`config.mk`:
```
export PLATFORM = sky130hd
export DESIGN_NAME = arduino_cmd_rx
export DESIGN_NICKNAME = d
export VERILOG_FILES = /design/src/rtl/arduino_cmd_pkg.sv /design/src/rtl/uart_rx_core.sv /design/src/rtl/arduino_cmd_rx.sv
export SDC_FILE = /design/constraint.sdc
export NUM_CORES = 1
export LEC_CHECK = 0
export ABC_AREA = 0
export BUFFER_PORTS_ARGS = -buffer_cell sky130_fd_sc_hd__buf_4
export CORE_ASPECT_RATIO = 2
export CORE_MARGIN = 8
export CORE_UTILIZATION = 59
export CTS_CLUSTER_SIZE = 30
export DETAILED_ROUTE_END_ITERATION = 6
export GPL_TIMING_DRIVEN = 0
export HOLD_SLACK_MARGIN = 0.05
export MAX_ROUTING_LAYER = met4
export PLACE_DENSITY_LB_ADDON = 0.15
export SLEW_MARGIN = 40
export SYNTH_ARGS = -nofsm -noshare
export SYNTH_HDL_FRONTEND = slang
export SYNTH_SLANG_ARGS = --single-unit
```
`constraint.sdc`:
```
create_clock -name clk -period 2.6 [get_ports clk]
set_input_delay 0.13 -clock clk [delete_from_list [all_inputs] [get_ports clk]]
set_output_delay 0.13 -clock clk [all_outputs]
set_load 0.02 [all_outputs]
```
`src/rtl/arduino_cmd_pkg.sv`:
```
// arduino_cmd_pkg
// Shared definitions for the Arduino command receiver:
//   - rx_state_e   : receiver FSM state encoding
//   - CMD_*_BIT    : bit positions of the motion flags inside a command byte
//   - cmd_is_legal : legality check applied to every well-framed byte
package arduino_cmd_pkg;

  typedef enum logic [2:0] {
    RX_IDLE,
    RX_START,
    RX_DATA,
    RX_STOP,
    RX_WAIT_HIGH
  } rx_state_e;

  localparam int unsigned CMD_FWD_BIT   = 0;
  localparam int unsigned CMD_LEFT_BIT  = 1;
  localparam int unsigned CMD_BACK_BIT  = 2;
  localparam int unsigned CMD_RIGHT_BIT = 3;

  // Upper nibble must be clear, and opposing directions may not be combined.
  // 8'h00 (stop) is legal.
  function automatic logic cmd_is_legal(input logic [7:0] cmd);
    return (cmd[7:4] == 4'h0) &&
           !(cmd[CMD_FWD_BIT]  && cmd[CMD_BACK_BIT]) &&
           !(cmd[CMD_LEFT_BIT] && cmd[CMD_RIGHT_BIT]);
  endfunction

endpackage

```
`src/rtl/uart_rx_core.sv`:
```
// uart_rx_core
// 8N1 LSB-first UART deserializer with a two-flop input synchronizer.
//
// state        | meaning
// -------------+------------------------------------------------------
// RX_IDLE      | line idle, waiting for synchronized rx to go low
// RX_START     | half-bit wait, then confirm the start bit is still low
// RX_DATA      | sample 8 data bits one bit period apart, LSB first
// RX_STOP      | sample the stop bit one bit period after the last data
// RX_WAIT_HIGH | framing error seen, wait for the line to return high
//
// Ports
//   clk       in   system clock, rising edge
//   rst       in   synchronous active-high reset
//   rx        in   asynchronous serial line (idle high)
//   rx_byte   out  deserialized byte, valid while byte_ok is high
//   byte_ok   out  one-cycle strobe: stop bit sampled high
//   frame_err out  one-cycle strobe: stop bit sampled low
//
// byte_ok / frame_err are combinational strobes in the stop-sample cycle so
// that the parent can register its outputs on the very next edge.
module uart_rx_core
  import arduino_cmd_pkg::*;
#(
  parameter int unsigned CLKS_PER_BIT = 10
) (
  input  logic       clk,
  input  logic       rst,
  input  logic       rx,
  output logic [7:0] rx_byte,
  output logic       byte_ok,
  output logic       frame_err
);

  localparam int unsigned TW = $clog2(CLKS_PER_BIT);
  localparam logic [TW-1:0] HALF_LOAD = TW'(CLKS_PER_BIT / 2 - 1);
  localparam logic [TW-1:0] BIT_LOAD  = TW'(CLKS_PER_BIT - 1);

  logic            rx_s1;
  logic            rx_s2;
  logic            rx_sync;
  rx_state_e       state_q, state_d;
  logic [TW-1:0]   timer_q, timer_d;
  logic [2:0]      bit_idx_q, bit_idx_d;
  logic [7:0]      shift_q, shift_d;
  logic            tick;

  always_ff @(posedge clk) begin
    if (rst) begin
      rx_s1 <= 1'b1;
      rx_s2 <= 1'b1;
    end else begin
      rx_s1 <= rx;
      rx_s2 <= rx_s1;
    end
  end

  assign rx_sync = rx_s2;

  always_ff @(posedge clk) begin
    if (rst) begin
      state_q   <= RX_IDLE;
      timer_q   <= '0;
      bit_idx_q <= '0;
      shift_q   <= '0;
    end else begin
      state_q   <= state_d;
      timer_q   <= timer_d;
      bit_idx_q <= bit_idx_d;
      shift_q   <= shift_d;
    end
  end

  // Down-counter reaches zero on the cycle the line is to be sampled.
  assign tick = (timer_q == '0);

  always_comb begin
    state_d   = state_q;
    timer_d   = timer_q;
    bit_idx_d = bit_idx_q;
    shift_d   = shift_q;
    byte_ok   = 1'b0;
    frame_err = 1'b0;
    unique case (state_q)
      RX_IDLE: begin
        if (!rx_sync) begin
          state_d = RX_START;
          timer_d = HALF_LOAD;
        end
      end
      RX_START: begin
        if (!tick) begin
          timer_d = timer_q - TW'(1);
        end else if (rx_sync) begin
          state_d = RX_IDLE;
        end else begin
          state_d   = RX_DATA;
          timer_d   = BIT_LOAD;
          bit_idx_d = '0;
        end
      end
      RX_DATA: begin
        if (!tick) begin
          timer_d = timer_q - TW'(1);
        end else begin
          shift_d = {rx_sync, shift_q[7:1]};
          timer_d = BIT_LOAD;
          if (bit_idx_q == 3'd7) begin
            state_d = RX_STOP;
          end else begin
            bit_idx_d = bit_idx_q + 3'd1;
          end
        end
      end
      RX_STOP: begin
        if (!tick) begin
          timer_d = timer_q - TW'(1);
        end else if (rx_sync) begin
          byte_ok = 1'b1;
          state_d = RX_IDLE;
        end else begin
          frame_err = 1'b1;
          state_d   = RX_WAIT_HIGH;
        end
      end
      RX_WAIT_HIGH: begin
        if (rx_sync) begin
          state_d = RX_IDLE;
        end
      end
      default: begin
        state_d = RX_IDLE;
      end
    endcase
  end

  assign rx_byte = shift_q;

endmodule

```
`src/rtl/arduino_cmd_rx.sv`:
```
// arduino_cmd_rx
// Receives motion command bytes from an Arduino over UART, checks them for
// legality and presents the last legal command to manual_mode.
// Optional watchdog (macro ARDUINO_CMD_WATCHDOG_EN): forces the command to
// stop (8'h00) if no legal byte arrives within TIMEOUT_CYCLES clocks.
//
// Ports
//   clk             in   system clock, rising edge
//   rst             in   synchronous active-high reset
//   rx              in   asynchronous UART line (idle high, 8N1, LSB first)
//   arduino_command out  registered command (bit0 fwd, bit1 left,
//                        bit2 back, bit3 right)
//   cmd_valid       out  one-cycle pulse, arduino_command updated
//   frame_err       out  one-cycle pulse, stop bit sampled low
//   cmd_err         out  one-cycle pulse, well-framed illegal byte
//   timeout         out  one-cycle pulse, watchdog forced stop (0 when the
//                        watchdog is not built)
module arduino_cmd_rx
  import arduino_cmd_pkg::*;
#(
  parameter int unsigned CLK_FREQ       = 50_000_000,
  parameter int unsigned BAUD           = 9600,
  parameter int unsigned TIMEOUT_CYCLES = 25_000_000
) (
  input  logic       clk,
  input  logic       rst,
  input  logic       rx,
  output logic [7:0] arduino_command,
  output logic       cmd_valid,
  output logic       frame_err,
  output logic       cmd_err,
  output logic       timeout
);

  localparam int unsigned CLKS_PER_BIT =
    ((CLK_FREQ / BAUD) < 4) ? 4 : (CLK_FREQ / BAUD);

  logic [7:0] core_byte;
  logic       core_byte_ok;
  logic       core_frame_err;
  logic       accept;
  logic       reject;

  uart_rx_core #(
    .CLKS_PER_BIT(CLKS_PER_BIT)
  ) u_core (
    .clk       (clk),
    .rst       (rst),
    .rx        (rx),
    .rx_byte   (core_byte),
    .byte_ok   (core_byte_ok),
    .frame_err (core_frame_err)
  );

  assign accept = core_byte_ok &&  cmd_is_legal(core_byte);
  assign reject = core_byte_ok && !cmd_is_legal(core_byte);

  always_ff @(posedge clk) begin
    if (rst) begin
      cmd_valid <= 1'b0;
      cmd_err   <= 1'b0;
      frame_err <= 1'b0;
    end else begin
      cmd_valid <= accept;
      cmd_err   <= reject;
      frame_err <= core_frame_err;
    end
  end

`ifdef ARDUINO_CMD_WATCHDOG_EN
  localparam int unsigned WD_W = $clog2(TIMEOUT_CYCLES + 1);

  // Counts down from TIMEOUT_CYCLES after each accepted byte and parks at
  // zero, so expiry fires once per accepted byte. Zero after reset means
  // nothing to time out.
  logic [WD_W-1:0] wd_q;

  always_ff @(posedge clk) begin
    if (rst) begin
      arduino_command <= 8'h00;
      wd_q            <= '0;
      timeout         <= 1'b0;
    end else begin
      timeout <= 1'b0;
      if (accept) begin
        arduino_command <= core_byte;
        wd_q            <= WD_W'(TIMEOUT_CYCLES);
      end else if (wd_q != '0) begin
        wd_q <= wd_q - WD_W'(1);
        if ((wd_q == WD_W'(1)) && (arduino_command != 8'h00)) begin
          arduino_command <= 8'h00;
          timeout         <= 1'b1;
        end
      end
    end
  end
`else
  always_ff @(posedge clk) begin
    if (rst) begin
      arduino_command <= 8'h00;
    end else if (accept) begin
      arduino_command <= core_byte;
    end
  end

  assign timeout = 1'b0;
`endif

endmodule

```
Word level (Yosys, flattened, before mapping)
Index checks and enable logic that the tools add are counted.
W data, S select, Z words.
- input port bits: 3
- bits in registers: 40
- word-level logic and storage cells: 72
- output and inout port bits: 12
- bitwise gates (word level): 2
- equality and inequality tests: 15
- reductions and logical operators: 19
- mux-type cells: 24
- $add $sub $neg: 2
- operator list (operator ; number):
    $mux W13 ; 5
    $pmux W13 S4 ; 1
    $mux W3 ; 11
    $pmux W3 S5 ; 1
    $logic_not A13 Y1 ; 1
    $sub A13 B1 Y13 const B ; 1
    $ne A2 B1 Y1 const B ; 5
    $ne A2 B2 Y1 const B ; 4
    $eq A3 B2 Y1 const B ; 2
    $eq A3 B3 Y1 const B ; 2
    $logic_and A1 B1 Y1 ; 6
    $pmux W3 S2 ; 1
    $reduce_and A6 Y1 ; 1
    $reduce_and A5 Y1 ; 1
    $logic_not A4 Y1 ; 1
    $mux W1 ; 4
    $reduce_and A4 Y1 ; 1
    $reduce_bool A4 Y1 ; 1
    $add A3 B1 Y3 const B ; 1
    $eq A3 B1 Y1 const B ; 1
    $logic_not A1 Y1 ; 3
    $logic_not A3 Y1 ; 1
    $ne A3 B3 Y1 const B ; 1
    $reduce_or A3 Y1 ; 1
    other kinds (4) ; 5

Longest topological paths before layout
- word-level depth: 6
- depth in mapped cells: 8
- depth with buffers taken out: 7

By module
A second synthesis with hierarchy kept.
- cell total of the unflattened synthesis: 242
- area, all modules: 2004.4 um^2
- by module, submodules not included (module ; cells an instance ; times used ; area each (um^2) ; seq. area each (um^2)):
    uart_rx_core ; 204 ; 1 ; 1586.5 ; 580.6
    arduino_cmd_rx ; 38 ; 1 ; 417.9 ; 220.2

Worst setup path before layout
Ideal clock, no wire load.
- kind: reg-to-reg
- start: register u_core.timer_q[0]
- end: register u_core.bit_idx_q[0]
- data required time: 2472 ps
- buffers on the path: 1
- period minus slack after synthesis: 1857 ps
- path slack: 743 ps
- cell stages (with the launch flop): 9
- arrival time: 1730 ps
- library setup time: 128 ps
- path through: dfxtp_1 inv_1 ha_1 nor4b_4 nand3_2 or3_1 buf_2 mux2i_1 nor2_1
- cells in the longest elaborated chain, start to end: 3
- elaborated cells on any way between the ends: 4
- classes of those cells: 2 x eq/ne; 2 x reduce/logical
- RTL lines (item ; RTL line ; text):
    start, declared ; uart_rx_core.sv:43 ; logic [TW-1:0] timer_q, timer_d;
    start signal, assigned ; uart_rx_core.sv:68 ; timer_q <= timer_d;
    $logic_not A13 Y1 * ; uart_rx_core.sv:75 ; assign tick = (timer_q == '0);
    $ne A2 B1 Y1 (no line) ; -- ;
    $reduce_and A5 Y1 (no line) * ; -- ;
    end signal, assigned ; uart_rx_core.sv:69 ; bit_idx_q <= bit_idx_d;
    end, declared ; uart_rx_core.sv:44 ; logic [2:0] bit_idx_q, bit_idx_d;
Every way passes the cells marked *; elsewhere a longest branch is shown, timed or not.
A chain may end at the register's enable or synchronous reset.

Final worst setup path
- start: register u_core.timer_q[0]
- end: register u_core.bit_idx_q[2]
The elaborated chain is that of the path after synthesis.

==> results.yml <==
critical_path:
  worstSetupStartpoint: "u_core.timer_q[0]$_SDFFE_PP0P_"
  arrival_ns: 2.34
  timing.critical_path.from_type: "flip-flop"
  rr_startpoint: "u_core.timer_q[0]$_SDFFE_PP0P_"
  timing_worst_setup_path_type: "reg2reg"
  crit_path_max_fanout: 8
  worst_setup_path_end_kind: "flip-flop"
  worst-endpoint-required_ns: 2.78
global_routing:
  vias_in_the_first_global_route: 1646
  grt_util_all_layers: 0.164
  wire_length_of_the_first_global_routing_pass_um: 7430
  overflow: 0
  maximum_number_of_pins_on_one_net_before_global_route_repair: 14
  antenna_found_initial: 0
timing:
  slew_headroom: 0.586
  fin_crit_ns: 2.16
  finalClockSkew_ns: 0.0160
  finalMaxSlewViolations: 0
  finalHoldViolations: 0
  maxClockFrequency_ghz: 0.462
  layout_worst_path_cycle_share: 0.833
  timing_worst_slew_pin_value_ns: 0.617
  final.setup.tns_ns: 0
  setup-violations-final: 0
  grt_setup_unrepaired: "no"
floorplan:
  dieArea_sq_um: 5570
  fp.dieH_um: 97.9
  core_sq_um: 3300
  floorplan.io_pins: 15
  die_width_um: 56.9
  initial_util: 0.598
  placementRows: 30
synthesis:
  synth_edf_count: 0
  postSynth.topFlopCell: "sky130_fd_sc_hd__dfxtp_1"
  post-synth-top-count-cell: "sky130_fd_sc_hd__dfxtp_1"
  synthesis.yosys.warnings: 0
  synth-seq-cells: 40
  synth_top_cell_by_area: "sky130_fd_sc_hd__dfxtp_1"
  ys_types: 51
  yosys-top-cells-area: "sky130_fd_sc_hd__dfxtp_1, sky130_fd_sc_hd__a21oi_1, sky130_fd_sc_hd__nand2_1, sky130_fd_sc_hd__nor2_1, sky130_fd_sc_hd__mux2i_1"
  ys_seq_area_frac: 0.405
  synth_cells: 234
  synth.cell_area_sq_um: 1980
  synth_top_cells_by_count: "sky130_fd_sc_hd__dfxtp_1, sky130_fd_sc_hd__nand2_1, sky130_fd_sc_hd__nor2_1"
  synth_async_sr_flop_share: 0
  synthDominantCellAreaShare: 0.405
  syn_nets: 241
  synth_area_per_cell_sq_um: 8.45
clock_network:
  total_cts_buffers: 5
  cts_tree: "built"
  insertion_delay_ns: 0.31
  cts-root-buf: "sky130_fd_sc_hd__clkbuf_8"
  cts_sinks: 40
  clock_path_buffers: 2
  clk_transition_reported_paths_ns: 0.08
  htree_levels: 2
power:
  max-vdd-ir-drop_mv: 0.490
  pwr-share-comb: 0.189
  sw_power_mw: 0.427
  p_int_mw: 1.05
  proportion_of_power_drawn_by_the_clock_network: 0.365
  power.share.switching: 0.290
  pwr-share-seq: 0.445
  power.static_leakage_nw: 0.899
  power.density_nw_per_um2: 659
detailed_routing:
  dr.pass1.iters: 5
  final_antenna_net_count: 0
  detailedRoute.firstIterationViolations: 36
  drt-vias-per-instance: 6.18
  routed_wirelength_um: 4450
  drc: 0
  total_via_count_after_detailed_routing: 1773
  wl_per_cell_um: 15.5
layout:
  utilization: 0.678
  num_antenna_cells: 0
  fraction_of_final_layout_cells_sized_beyond_drive_strength_1: 0.157
  final_net_count: 261
  design_area_sq_um: 2240
  layout-area-overhead-vs-synth_pct: 13.2
run_status:
  status: "finished, final reports clean"
placement:
  buffer_ports.inserted: 12
  place.gp.congestion: 0.966
  dp_hpwl_um: 3110
  detailed_place.area_sq_um: 2110
min_path:
  min-delay-start: "rst"
  timing.hold.worst.class: "in2reg"
run:
  cap_viol_max_count: 0
[path summary, 6_finish.rpt]
| path | depth (start not counted) | slack (ns) | endpoint |
|---|---|---|---|
| min reg2reg | 1 | 0.43 | u_core.rx_s2$_SDFF_PP1_ |
| min | 2 | 0.19 | u_core.state_q[0]$_SDFFE_PP0P_ |
| max | 8 | 0.44 | u_core.bit_idx_q[2]$_SDFFE_PP0P_ |
| max reg2reg | 8 | 0.44 | u_core.bit_idx_q[2]$_SDFFE_PP0P_ |
[area by class of cell]
type	instances	area [sq um]
repair buffers	13	100
fillers	290	1060
well taps	32	40.0
plain buffers	15	66.3
inverters	9	33.8
flip-flops and latches	40	801
clock inverters	2	38.8
multi-input cells	170	1080
clock buffers	6	82.6
[cells by family after synthesis]
kind of cell    synth area share
xor+xnor                 0.00886
mux                       0.0405
fa+ha+maj                 0.0253
other cells              0.00190
buf+inv                   0.0506
simple gates               0.292
flops                      0.405
compound gates             0.175
[critical path, stage by stage, from the launching register on]
cell	delay, ns
sky130_fd_sc_hd__dfxtp_1	0.32
sky130_fd_sc_hd__inv_1	0.13
sky130_fd_sc_hd__ha_1	0.16
sky130_fd_sc_hd__nor4b_4	0.47
sky130_fd_sc_hd__nand3_2	0.23
sky130_fd_sc_hd__or3_1	0.39
sky130_fd_sc_hd__buf_2	0.15
sky130_fd_sc_hd__mux2i_1	0.15
sky130_fd_sc_hd__nor2_1	0.05
[registers in the layout (all words and copies together) (netlist names)]
name	flops
u_core.rx_s1	1
u_core.rx_s2	1
cmd_valid	1
u_core.rx_byte	8
arduino_command	8
u_core.timer_q	13
u_core.bit_idx_q	3
u_core.state_q	3
frame_err	1
cmd_err	1
[layer usage]
metal  routed length [um]  up-vias  GRT usage  share of wire
li1                     -      868          -              -
met1                 1900      841      0.188           0.43
met2                 2190       51      0.258           0.49
met3                  233       13     0.0377          0.052
met4                  124        0     0.0818          0.028
met5                    0        -          -              0
[cells in the final DEF, fill, tap and decap left out, types with 6 or more instances in the layout]
cell,n
sky130_fd_sc_hd__dfxtp_1,40
sky130_fd_sc_hd__mux2i_1,8
sky130_fd_sc_hd__clkbuf_8,6
sky130_fd_sc_hd__nand3_1,13
sky130_fd_sc_hd__and2_1,8
sky130_fd_sc_hd__clkbuf_1,9
sky130_fd_sc_hd__inv_1,9
sky130_fd_sc_hd__a21oi_1,19
sky130_fd_sc_hd__buf_4,13
sky130_fd_sc_hd__a211oi_1,7
sky130_fd_sc_hd__nor2_1,22
sky130_fd_sc_hd__nand2_1,24
[stage by stage]
stage	power [mW]	cells	hold slack [ns]	setup WS (ns)
5_1_grt	1.54	287	0.217	0.261
6_report	1.47	287	0.191	0.435
3_5_place_dp	0.942	278	0.320	0.440
4_1_cts	1.48	287	0.199	0.434
2_1_floorplan	0.882	234	0.234	0.743
3_3_place_gp	0.937	278	0.317	0.492
[timing repair]
item                      4_1_cts  5_1_grt
hold buffers                    1        0
hold endpoints to repair        1        0
buffers inserted                0        0
gates resized for setup         0        0
[power groups by stage]
stage          combinational, mW  sequential [mW]  clock [mW]
2_1_floorplan              0.217            0.665           0
3_3_place_gp               0.267            0.670           0
3_5_place_dp               0.272            0.671           0
4_1_cts                    0.275            0.657       0.546
5_1_grt                    0.307            0.660       0.572
6_report                   0.279            0.657       0.539
Note: power is estimated with default switching activity, not from simulation.
